$ cat config.mk
export PLATFORM = sky130hd
export DESIGN_NAME = voice_allocator_flat
export DESIGN_NICKNAME = d
export VERILOG_FILES = /design/src/rtl/voice_allocator_if.sv /design/src/rtl/voice_allocator.sv /design/src/flat_wrapper.sv
export SDC_FILE = /design/constraint.sdc
export NUM_CORES = 1
export LEC_CHECK = 0
export CORE_MARGIN = 1
export CORE_UTILIZATION = 55
export DETAILED_ROUTE_END_ITERATION = 12
export GPL_ROUTABILITY_DRIVEN = 1
export GPL_TIMING_DRIVEN = 0
export PLACE_DENSITY = 0.75
export RECOVER_POWER = 100
export SLEW_MARGIN = 0
export SYNTH_ARGS = -nofsm -noshare
export SYNTH_HDL_FRONTEND = slang
export SYNTH_SLANG_ARGS = --single-unit
$ cat constraint.sdc
create_clock -name clk -period 5.03 [get_ports clk]
set_input_delay 0.503 -clock clk [delete_from_list [all_inputs] [get_ports clk]]
set_output_delay 0.503 -clock clk [all_outputs]
set_load 0.05 [all_outputs]
$ cat src/rtl/voice_allocator_if.sv
// Note-request handshake between a note source and the voice allocator.
// The source presents a note-on/off with its pitch increment; the allocator
// accepts it on a clock edge where both valid and ready are high.
interface voice_allocator_if #(
    parameter int PITCH_W = 16
);
    logic               req_valid;
    logic               req_on;
    logic [PITCH_W-1:0] req_pitch;
    logic               req_ready;

    modport master (
        output req_valid,
        output req_on,
        output req_pitch,
        input  req_ready
    );

    modport slave (
        input  req_valid,
        input  req_on,
        input  req_pitch,
        output req_ready
    );
endinterface

$ cat src/rtl/voice_allocator.sv
// Polyphonic voice allocator: assigns note-ons to the lowest free voice,
// otherwise steals the oldest sounding voice (with a gate-low gap so the
// envelope retriggers), and releases voices on matching note-offs.
// A request is scanned one voice per clock, then committed in one cycle.
module voice_allocator #(
    parameter int NUM_VOICES = 8,
    parameter int PITCH_W    = 16,
    parameter int AGE_W      = 8,
    parameter int STEAL_GAP  = 256
) (
    input  logic                          clk,
    input  logic                          rst,
    voice_allocator_if.slave              bus,
    input  logic                          panic,
    output logic [NUM_VOICES-1:0]         gate,
    output logic [NUM_VOICES*PITCH_W-1:0] pitch,
    output logic                          stolen
);
    localparam int IDX_W = (NUM_VOICES > 1) ? $clog2(NUM_VOICES) : 1;
    localparam int CNT_W = (STEAL_GAP > 1) ? $clog2(STEAL_GAP) : 1;
    localparam logic [IDX_W-1:0] LAST_IDX = IDX_W'(NUM_VOICES - 1);
    localparam logic [IDX_W-1:0] IDX_ONE  = IDX_W'(1);
    localparam logic [CNT_W-1:0] CNT_ONE  = CNT_W'(1);
    localparam logic [CNT_W-1:0] GAP_LOAD = CNT_W'(STEAL_GAP - 1);
    localparam logic [AGE_W-1:0] AGE_MAX  = '1;
    localparam logic [AGE_W-1:0] AGE_ONE  = AGE_W'(1);

    typedef enum logic [1:0] {IDLE, SCAN, COMMIT, GAP} state_t;

    state_t             state, state_nxt;
    logic               accept;
    logic               do_steal;

    logic [NUM_VOICES-1:0] gate_q;
    logic [PITCH_W-1:0]    pitch_q [NUM_VOICES];
    logic [AGE_W-1:0]      age_q   [NUM_VOICES];

    logic               req_on_q;
    logic [PITCH_W-1:0] req_pitch_q;
    logic [IDX_W-1:0]   idx;
    logic               match_found, free_found, old_found;
    logic [IDX_W-1:0]   match_idx, free_idx, old_idx;
    logic [AGE_W-1:0]   old_age;
    logic [CNT_W-1:0]   gap_cnt;

    function automatic logic [AGE_W-1:0] age_inc_sat(input logic [AGE_W-1:0] a);
        return (a == AGE_MAX) ? a : a + AGE_ONE;
    endfunction

    // State register.
    always_ff @(posedge clk or negedge rst) begin
        if (!rst) state <= IDLE;
        else      state <= state_nxt;
    end

    // Next-state logic; panic overrides everything, including a pending accept.
    always_comb begin
        state_nxt = state;
        accept    = 1'b0;
        do_steal  = 1'b0;
        case (state)
            IDLE: begin
                if (bus.req_valid) begin
                    accept    = 1'b1;
                    state_nxt = SCAN;
                end
            end
            SCAN: begin
                if (idx == LAST_IDX) state_nxt = COMMIT;
            end
            COMMIT: begin
                do_steal  = req_on_q && !match_found && !free_found;
                state_nxt = do_steal ? GAP : IDLE;
            end
            GAP: begin
                if (gap_cnt == '0) state_nxt = IDLE;
            end
            default: state_nxt = IDLE;
        endcase
        if (panic) begin
            state_nxt = IDLE;
            accept    = 1'b0;
            do_steal  = 1'b0;
        end
    end

    assign bus.req_ready = (state == IDLE);
    assign gate          = gate_q;

    for (genvar g = 0; g < NUM_VOICES; g++) begin : g_pitch
        assign pitch[g*PITCH_W +: PITCH_W] = pitch_q[g];
    end

    // Request latch, per-voice scan trackers, voice state update and steal gap.
    always_ff @(posedge clk or negedge rst) begin
        if (!rst) begin
            gate_q      <= '0;
            stolen      <= 1'b0;
            req_on_q    <= 1'b0;
            req_pitch_q <= '0;
            idx         <= '0;
            match_found <= 1'b0;
            free_found  <= 1'b0;
            old_found   <= 1'b0;
            match_idx   <= '0;
            free_idx    <= '0;
            old_idx     <= '0;
            old_age     <= '0;
            gap_cnt     <= '0;
            for (int i = 0; i < NUM_VOICES; i++) begin
                pitch_q[i] <= '0;
                age_q[i]   <= '0;
            end
        end else begin
            stolen <= 1'b0;
            if (panic) begin
                gate_q <= '0;
                for (int i = 0; i < NUM_VOICES; i++) age_q[i] <= '0;
            end else begin
                case (state)
                    IDLE: begin
                        if (accept) begin
                            req_on_q    <= bus.req_on;
                            req_pitch_q <= bus.req_pitch;
                            idx         <= '0;
                            match_found <= 1'b0;
                            free_found  <= 1'b0;
                            old_found   <= 1'b0;
                        end
                    end
                    SCAN: begin
                        if (!match_found && gate_q[idx] && pitch_q[idx] == req_pitch_q) begin
                            match_found <= 1'b1;
                            match_idx   <= idx;
                        end
                        if (!free_found && !gate_q[idx]) begin
                            free_found <= 1'b1;
                            free_idx   <= idx;
                        end
                        // Strictly-greater keeps the lowest index on equal ages.
                        if (gate_q[idx] && (!old_found || age_q[idx] > old_age)) begin
                            old_found <= 1'b1;
                            old_idx   <= idx;
                            old_age   <= age_q[idx];
                        end
                        idx <= idx + IDX_ONE;
                    end
                    COMMIT: begin
                        if (req_on_q) begin
                            if (match_found) begin
                                age_q[match_idx] <= '0;
                            end else begin
                                for (int i = 0; i < NUM_VOICES; i++)
                                    if (gate_q[i]) age_q[i] <= age_inc_sat(age_q[i]);
                                // Later writes to the chosen voice override the ageing above.
                                if (free_found) begin
                                    gate_q[free_idx]  <= 1'b1;
                                    pitch_q[free_idx] <= req_pitch_q;
                                    age_q[free_idx]   <= '0;
                                end else begin
                                    gate_q[old_idx]  <= 1'b0;
                                    pitch_q[old_idx] <= req_pitch_q;
                                    age_q[old_idx]   <= '0;
                                    stolen           <= 1'b1;
                                    gap_cnt          <= GAP_LOAD;
                                end
                            end
                        end else if (match_found) begin
                            gate_q[match_idx] <= 1'b0;
                        end
                    end
                    GAP: begin
                        // old_idx still holds the victim: trackers are idle until the next accept.
                        if (gap_cnt == '0) gate_q[old_idx] <= 1'b1;
                        else               gap_cnt <= gap_cnt - CNT_ONE;
                    end
                    default: ;
                endcase
            end
        end
    end
endmodule

$ cat src/flat_wrapper.sv
// flat-port wrapper written by rule: the top's interface ports become plain ports
module voice_allocator_flat 
#(
    parameter int NUM_VOICES = 8,
    parameter int PITCH_W    = 16,
    parameter int AGE_W      = 8,
    parameter int STEAL_GAP  = 256
)
  (clk, rst, panic, gate, pitch, stolen, bus_req_valid, bus_req_on, bus_req_pitch, bus_req_ready);
  voice_allocator_if #(.PITCH_W(PITCH_W)) bus_i ();
  input  logic clk;
  input  logic rst;
  input  logic panic;
  output logic [NUM_VOICES-1:0] gate;
  output logic [NUM_VOICES*PITCH_W-1:0] pitch;
  output logic stolen;
  input wire logic [$bits(bus_i.req_valid)-1:0] bus_req_valid;
  input wire logic [$bits(bus_i.req_on)-1:0] bus_req_on;
  input wire logic [$bits(bus_i.req_pitch)-1:0] bus_req_pitch;
  output wire logic [$bits(bus_i.req_ready)-1:0] bus_req_ready;
  assign bus_i.req_valid = bus_req_valid;
  assign bus_i.req_on = bus_req_on;
  assign bus_i.req_pitch = bus_req_pitch;
  assign bus_req_ready = bus_i.req_ready;
  voice_allocator #(.NUM_VOICES(NUM_VOICES), .PITCH_W(PITCH_W), .AGE_W(AGE_W), .STEAL_GAP(STEAL_GAP)) u_core (.clk(clk), .rst(rst), .bus(bus_i), .panic(panic), .gate(gate), .pitch(pitch), .stolen(stolen));
endmodule
### After elaboration in Yosys (flattened, before gate mapping)

Index checks and enable logic that the tools add are counted.

| word-level totals | value |
|---|---|
| bits of input ports | 21 |
| word-level logic and storage cells | 251 |
| bits in registers | 251 |

| operators by class | value |
|---|---|
| bitwise operators | 18 |
| eq/ne operators | 26 |
| multiplexer cells | 115 |
| $lt $le $gt $ge | 15 |
| $add $sub $neg | 10 |
| reductions and logical operators | 37 |

Operator list:

| kind | number |
|---|---|
| $mux W8 | 63 |
| $mux W64 | 5 |
| $bwmux W128 | 2 |
| $and A64 B64 Y64 | 3 |
| $not A64 Y64 | 3 |
| $mux W128 | 1 |
| $demux W16 S3 | 2 |
| $demux W8 S3 | 3 |
| $add A8 B1 Y8 const B | 8 |
| $eq A8 B8 Y1 const B | 8 |
| $mux W16 | 4 |
| $bmux W16 S3 | 1 |
| $pmux W8 S2 | 2 |
| $bmux W8 S3 | 1 |
| $reduce_and A4 Y1 | 5 |
| $reduce_and A3 Y1 | 6 |
| $and A8 B8 Y8 | 2 |
| $eq A16 B16 Y1 | 1 |
| $ge A4 B4 Y1 const B | 4 |
| $lt A3 B4 Y1 const B | 4 |
| $mux W1 | 16 |
| $not A3 Y4 | 4 |
| $not A8 Y8 | 2 |
| $or A8 B8 Y8 | 2 |
| other kinds (31) | 69 |

### Depth between registers and ports, before layout

| logic depth | value |
|---|---|
| word-level depth | 13 |
| mapped depth | 15 |

### Worst setup path after synthesis

No wires, ideal clock.

| path | value |
|---|---|
| kind | flip-flop to flip-flop |
| start | register u_core.idx[0] |
| end | register u_core.old_age[1] |
| data arrival time | 3.596 ns |
| data required time | 4.905 ns |
| period minus slack after synthesis | 3.721 ns |
| buffers on the path | 5 |
| setup time | 0.125 ns |
| slack | 1.309 ns |
| cell stages (with the launch flop) | 16 |
| cells stage by stage | dfrtp_1 -> buf_6 -> buf_6 -> buf_2 -> buf_2 -> mux4_2 -> mux2_2 -> ha_1 -> nor2b_1 -> o21a_1 -> o21ai_0 -> a21oi_1 -> o22ai_1 -> a211o_1 -> buf_2 -> mux2_2 |

| on the way | value |
|---|---|
| longest elaborated chain between the ends | 8 |

Ends and longest elaborated chain:

| element | line | text |
|---|---|---|
| start, declared | voice_allocator.sv:40 | `logic [IDX_W-1:0] idx;` |
| start signal, assigned | voice_allocator.sv:146 | `idx <= idx + IDX_ONE;` |
| $not A3 Y4 (implied by the code) | voice_allocator.sv:141, voice_allocator.sv:144 |  |
| $bmux W8 S3 | voice_allocator.sv:141, voice_allocator.sv:144 |  |
| $mux W8 (implied by the code) (2 in a row) | voice_allocator.sv:141, voice_allocator.sv:144 |  |
| $gt A8 B8 Y1 | voice_allocator.sv:141 | `if (gate_q[idx] && (!old_found \|\| age_q[idx] > old_age)) begin` |
| $logic_or A1 B1 Y1 | voice_allocator.sv:141 |  |
| $logic_and A1 B1 Y1 | voice_allocator.sv:141 |  |
| $reduce_and A3 Y1 (no line) | n/a |  |
| end signal, assigned | voice_allocator.sv:144 | `old_age <= age_q[idx];` |
| end, declared | voice_allocator.sv:43 | `logic [AGE_W-1:0] old_age;` |

Parallel ways exist; a longest one is shown, timed or not. The select of a mux whose other input is x is not followed.
A chain may end at the register's enable or synchronous reset.

### Final worst setup path

| path | value |
|---|---|
| start | register u_core.idx[0] |
| end | register u_core.old_age[7] |

Same word-level chain as after synthesis.

==> impl.org <==
** Outcome
- Outcome :: complete, but fails checks
- Violations in the final reports :: capacitance limit, slew limit

** Worst hold path
- Counting instances, the worst hold path has a depth of 2.
- Min-Delay Startpoint :: panic
- Class of the tightest hold or removal check :: in2reg
- Capture endpoint of the worst hold path :: u_core.gate[5]$_DFFE_PN0P_

** Worst setup path
- On the worst path, the slowest cell contributes a delay of 0.60 ns.
- The startpoint identified for the worst register-to-register timing path is u_core.idx[0]$_DFFE_PN0P_.
- Startpoint type of the worst setup path :: register
- Category of the critical setup timing path :: reg2reg
- Reg-to-reg endpoint :: u_core.old_age[7]$_DFFE_PN0P_
- Required time worst endpoint :: 5.45 ns
- Measured in cells, the most critical reg-to-reg path has a length of 15.
- Among all stages on the critical path, the largest delay is contributed by mux4_2.
- Critical path depth :: 15
- Data arrival time at the worst-slack endpoint :: 5.21 ns
- Family of cells with the greatest summed delay on the critical path :: buffers and inverters
- Crit end category :: register
- Cell-by-cell trace of the critical path :: buf_6 > buf_6 > clkbuf_2 > clkbuf_2 > mux4_2 > mux2_2 > ha_1 > nor2b_1 > o21a_1 > o21ai_0 > a21oi_1 > o22ai_1 > a211o_1 > buf_2 > mux2_2
- Along the worst path, the maximum fanout reaches 10.
- Setup slack, reg-to-reg :: 0.25 ns
- Counting both buffers and inverters, the worst setup path holds a total of 5.

** Placement
- The congestion estimate from routability-driven global placement came to 0.983.
- Pre-CTS worst setup slack :: 0.327 ns
- The wire-length estimate of the detail-placed layout is 29000 um.
- In this run the tool buffered the top-level ports with 157 buffer cells.

** Die
- In this run the horizontal extent of the chip is 160 um.
- The initial utilization of the core area, before any placement, comes to 0.564.
- In this run the vertical extent of the chip is 160 um.
- After floorplanning, the core was divided into 57 placement rows.
- Ports :: 159
- Core Box Area :: 0.0245 mm2
- Floorplan die area :: 0.0257 mm2

** STA
- Number of failing hold endpoints at the final stage :: 0
- Final setup slack of the worst path :: 0.247 ns
- Endpoints failing setup :: 0
- The max-slew violation count came to 55.
- For this run, the top clock speed supported by timing is 0.209 GHz.
- Crit path time final :: 4.78 ns
- Setup repair after global routing left no endpoint under its margin.
- In the finished design, the share of the clock period the worst path needs comes to 0.951.
- Worst slew margin relative to its limit :: -1.09
- On the final layout, the worst clock skew is 0.0169 ns.
- Tightest hold margin :: 0.462 ns
- At the pin with the least slew margin, the transition time is 3.13 ns.

** Detailed routing
- In this run, the number of DRC markers left after iteration 0 of detailed routing was 1222.
- DR vias/cell :: 6.38
- Final routed wire length divided by cell count :: 22.8 um
- DRC errors left :: 0
- Remaining antenna violation count after routing :: 0
- Final routed wirelength across all metal layers :: 41000 um
- Detailed-routing iteration count for the pre-antenna-repair pass :: 9
- Vias post-DR :: 11.5k

** Finish
- The repair_antennas step left the layout with diodes totalling 0.
- Share of cells above drive strength 1 :: 0.186
- The library cell used most frequently in the layout, excluding fill and tap cells, is dfrtp_1.
- Compared with the post-synthesis result, the final layout area differs by 21.3%.
- Commonest non-fill, non-tap cells in the layout :: dfrtp_1, mux2_2, dlygate4sd3_1
- Number of nets in the final layout :: 1496

** Synthesis
- Part of the Yosys area used for sequential elements :: 0.455
- Synthesized netlist cell count :: 1265
- The average instance in the mapped netlist occupies 10.9 um2.
- Number of storage elements in the synthesis netlist :: 251
- Counting flops with an async set or reset pin after synthesis yields a share of 1.00.
- Cell type with the highest aggregate area in the netlist :: dfrtp_1
- For this run, the number of Yosys warnings is 0.
- Most used flip-flop cell after synthesis :: dfrtp_1
- Yosys attributes the largest share of cell area to dfrtp_1, mux2_2, mux4_2.
- Post-Synthesis Net Count :: 1306
- Number of library cell types mapped by synthesis :: 60
- Post-synthesis cell area :: 0.0138 mm2
- Of the post-synthesis cell area, the dominant cell type holds 0.455.
- Counting flops with a built-in enable in the synthesized netlist gives 0.

** Clock tree
- Clk sink count :: 251
- In this run, CTS created clock tree buffers numbering 28.
- CTS tree :: built
- Setup Fix Bufs, Post-CTS :: 0
- CTS Buffer Depth :: 3
- The later pin in the worst-skew pair is clocked with a latency of 0.55 ns.
- After clock tree synthesis, the clock-pin slew on the worst setup and hold paths is 0.06 ns.
- Cell at the root of the clock tree :: clkbuf_16
- In this run the number of H-tree levels came out at 1.

** Global route
- Pin count of the biggest net entering global routing :: 119
- All-Layer GR Usage :: 0.323
- The number of global-route vias before repair is 11.4k.
- Wire length of the first global-routing pass :: 64800 um
- Grt ovf :: 0
- The initial antenna violation count was 0.

** Flow run
- Max Cap Viol :: 1

** Pwr
- Static power due to leakage :: 7.67 nW
- Power per cell area :: 305 mW/mm2
- Total design power :: 5.10 mW
- The worst-case IR drop observed on VDD is 0.000260 V.
-- routing by layer --
| layer | wire, um | share of wire | global-route usage | vias up |
|---|---|---|---|---|
| met5 | 0 | 0 | 0 | - |
| met2 | 19400 | 0.47 | 0.528 | 580 |
| met1 | 16100 | 0.39 | 0.420 | 5708 |
| met4 | 1310 | 0.032 | 0.107 | 0 |
| li1 | - | - | - | 5088 |
| met3 | 4150 | 0.10 | 0.0837 | 106 |
-- cells by family after synthesis --
group	share of synthesized area
AOI/OAI and AO/OA	0.132
adders and majority gates	0.0181
and+or+nand+nor	0.112
buffers and inverters	0.0365
xor gates and xnor gates	0.0159
DFF	0.455
muxes	0.230
-- sequential cells by signal, summed over array words and instances, names as in the netlist --
| signal | flops |
|---|---|
| u_core.pitch | 128 |
| u_core.age_q | 64 |
| u_core.req_pitch_q | 16 |
| u_core.gap_cnt | 8 |
| u_core.gate | 8 |
| u_core.old_age | 8 |
| u_core.free_idx | 3 |
| u_core.idx | 3 |
| u_core.match_idx | 3 |
| u_core.old_idx | 3 |
| u_core.state | 2 |
| u_core.free_found | 1 |
| u_core.match_found | 1 |
| u_core.old_found | 1 |
| u_core.req_on_q | 1 |
| u_core.stolen | 1 |
-- worst max-delay path by stage --
stage | startpoint | end | slack, ns
6_report | u_core.idx[0]$_DFFE_PN0P_ | u_core.old_age[7]$_DFFE_PN0P_ | 0.25
5_1_grt | u_core.idx[0]$_DFFE_PN0P_ | u_core.old_age[5]$_DFFE_PN0P_ | 0.07
2_1_floorplan | u_core.idx[0]$_DFFE_PN0P_ | u_core.old_age[1]$_DFFE_PN0P_ | 1.31
3_5_place_dp | u_core.idx[0]$_DFFE_PN0P_ | u_core.old_age[5]$_DFFE_PN0P_ | 0.33
3_3_place_gp | rst | u_core.pitch[87]$_DFFE_PN0P_ | -7.39
4_1_cts | u_core.idx[0]$_DFFE_PN0P_ | u_core.old_age[5]$_DFFE_PN0P_ | 0.32
-- where the power goes --
part           switching, mW  internal (mW)
logic                  0.518          0.286
clock network          0.855           1.34
registers             0.0377           2.07
-- area by class of cell --
cell class                      instances  area (um2)
Buffer                                 83         365
Tap cell                              324         405
Timing Repair Buffer                  160        1610
Fill cell                            1849        7720
Clock inverter                         10         134
Multi-Input combinational cell        904        6980
Clock buffer                           42         865
Sequential cell                       251        6280
Inverter                               27         101
-- per-stage QoR --
step | utilization | area [um2] | instances | TNS, ns
finish | 0.685 | 16700 | 1801 | 0
global route | 0.685 | 16700 | 1801 | 0
CTS | 0.689 | 16900 | 1801 | 0
detailed placement | 0.648 | 15800 | 1748 | 0
global placement | 0.645 | 15800 | 1746 | -1848.98
floorplan | - | 13800 | 1265 | 0
-- cells in the mapped netlist (4+ instances only) --
library cell  count
a21oi_1          89
a221oi_1          4
a22o_1           14
a22oi_1          10
a31oi_1          27
a32o_1            9
a32oi_1           5
a41o_1            4
a41oi_1           8
and2_1           14
and3_1           19
buf_1            14
buf_2            17
buf_4             4
buf_6             5
clkbuf_1         41
dfrtp_1         251
ha_1             20
inv_1            27
mux2_2          164
mux2i_1          38
mux4_2           39
nand2_1          96
nand3_1          41
nand3b_1          4
nand4_1          14
nor2_1           74
nor2_2            7
nor2b_1          12
nor3_1           17
nor4_1            7
nor4b_1           4
o21a_1            8
o21ai_0          80
o22ai_1           4
o31ai_1          13
xnor2_1          14
xor2_1           11
-- timing repair --
action | in CTS | in global routing
gates resized for setup | 0 | 0
hold buffers | 1 | 0
hold endpoints to repair | 53 | 0
endpoints found under the setup margin | 0 | 0
Note: power is estimated with default switching activity, not from simulation.
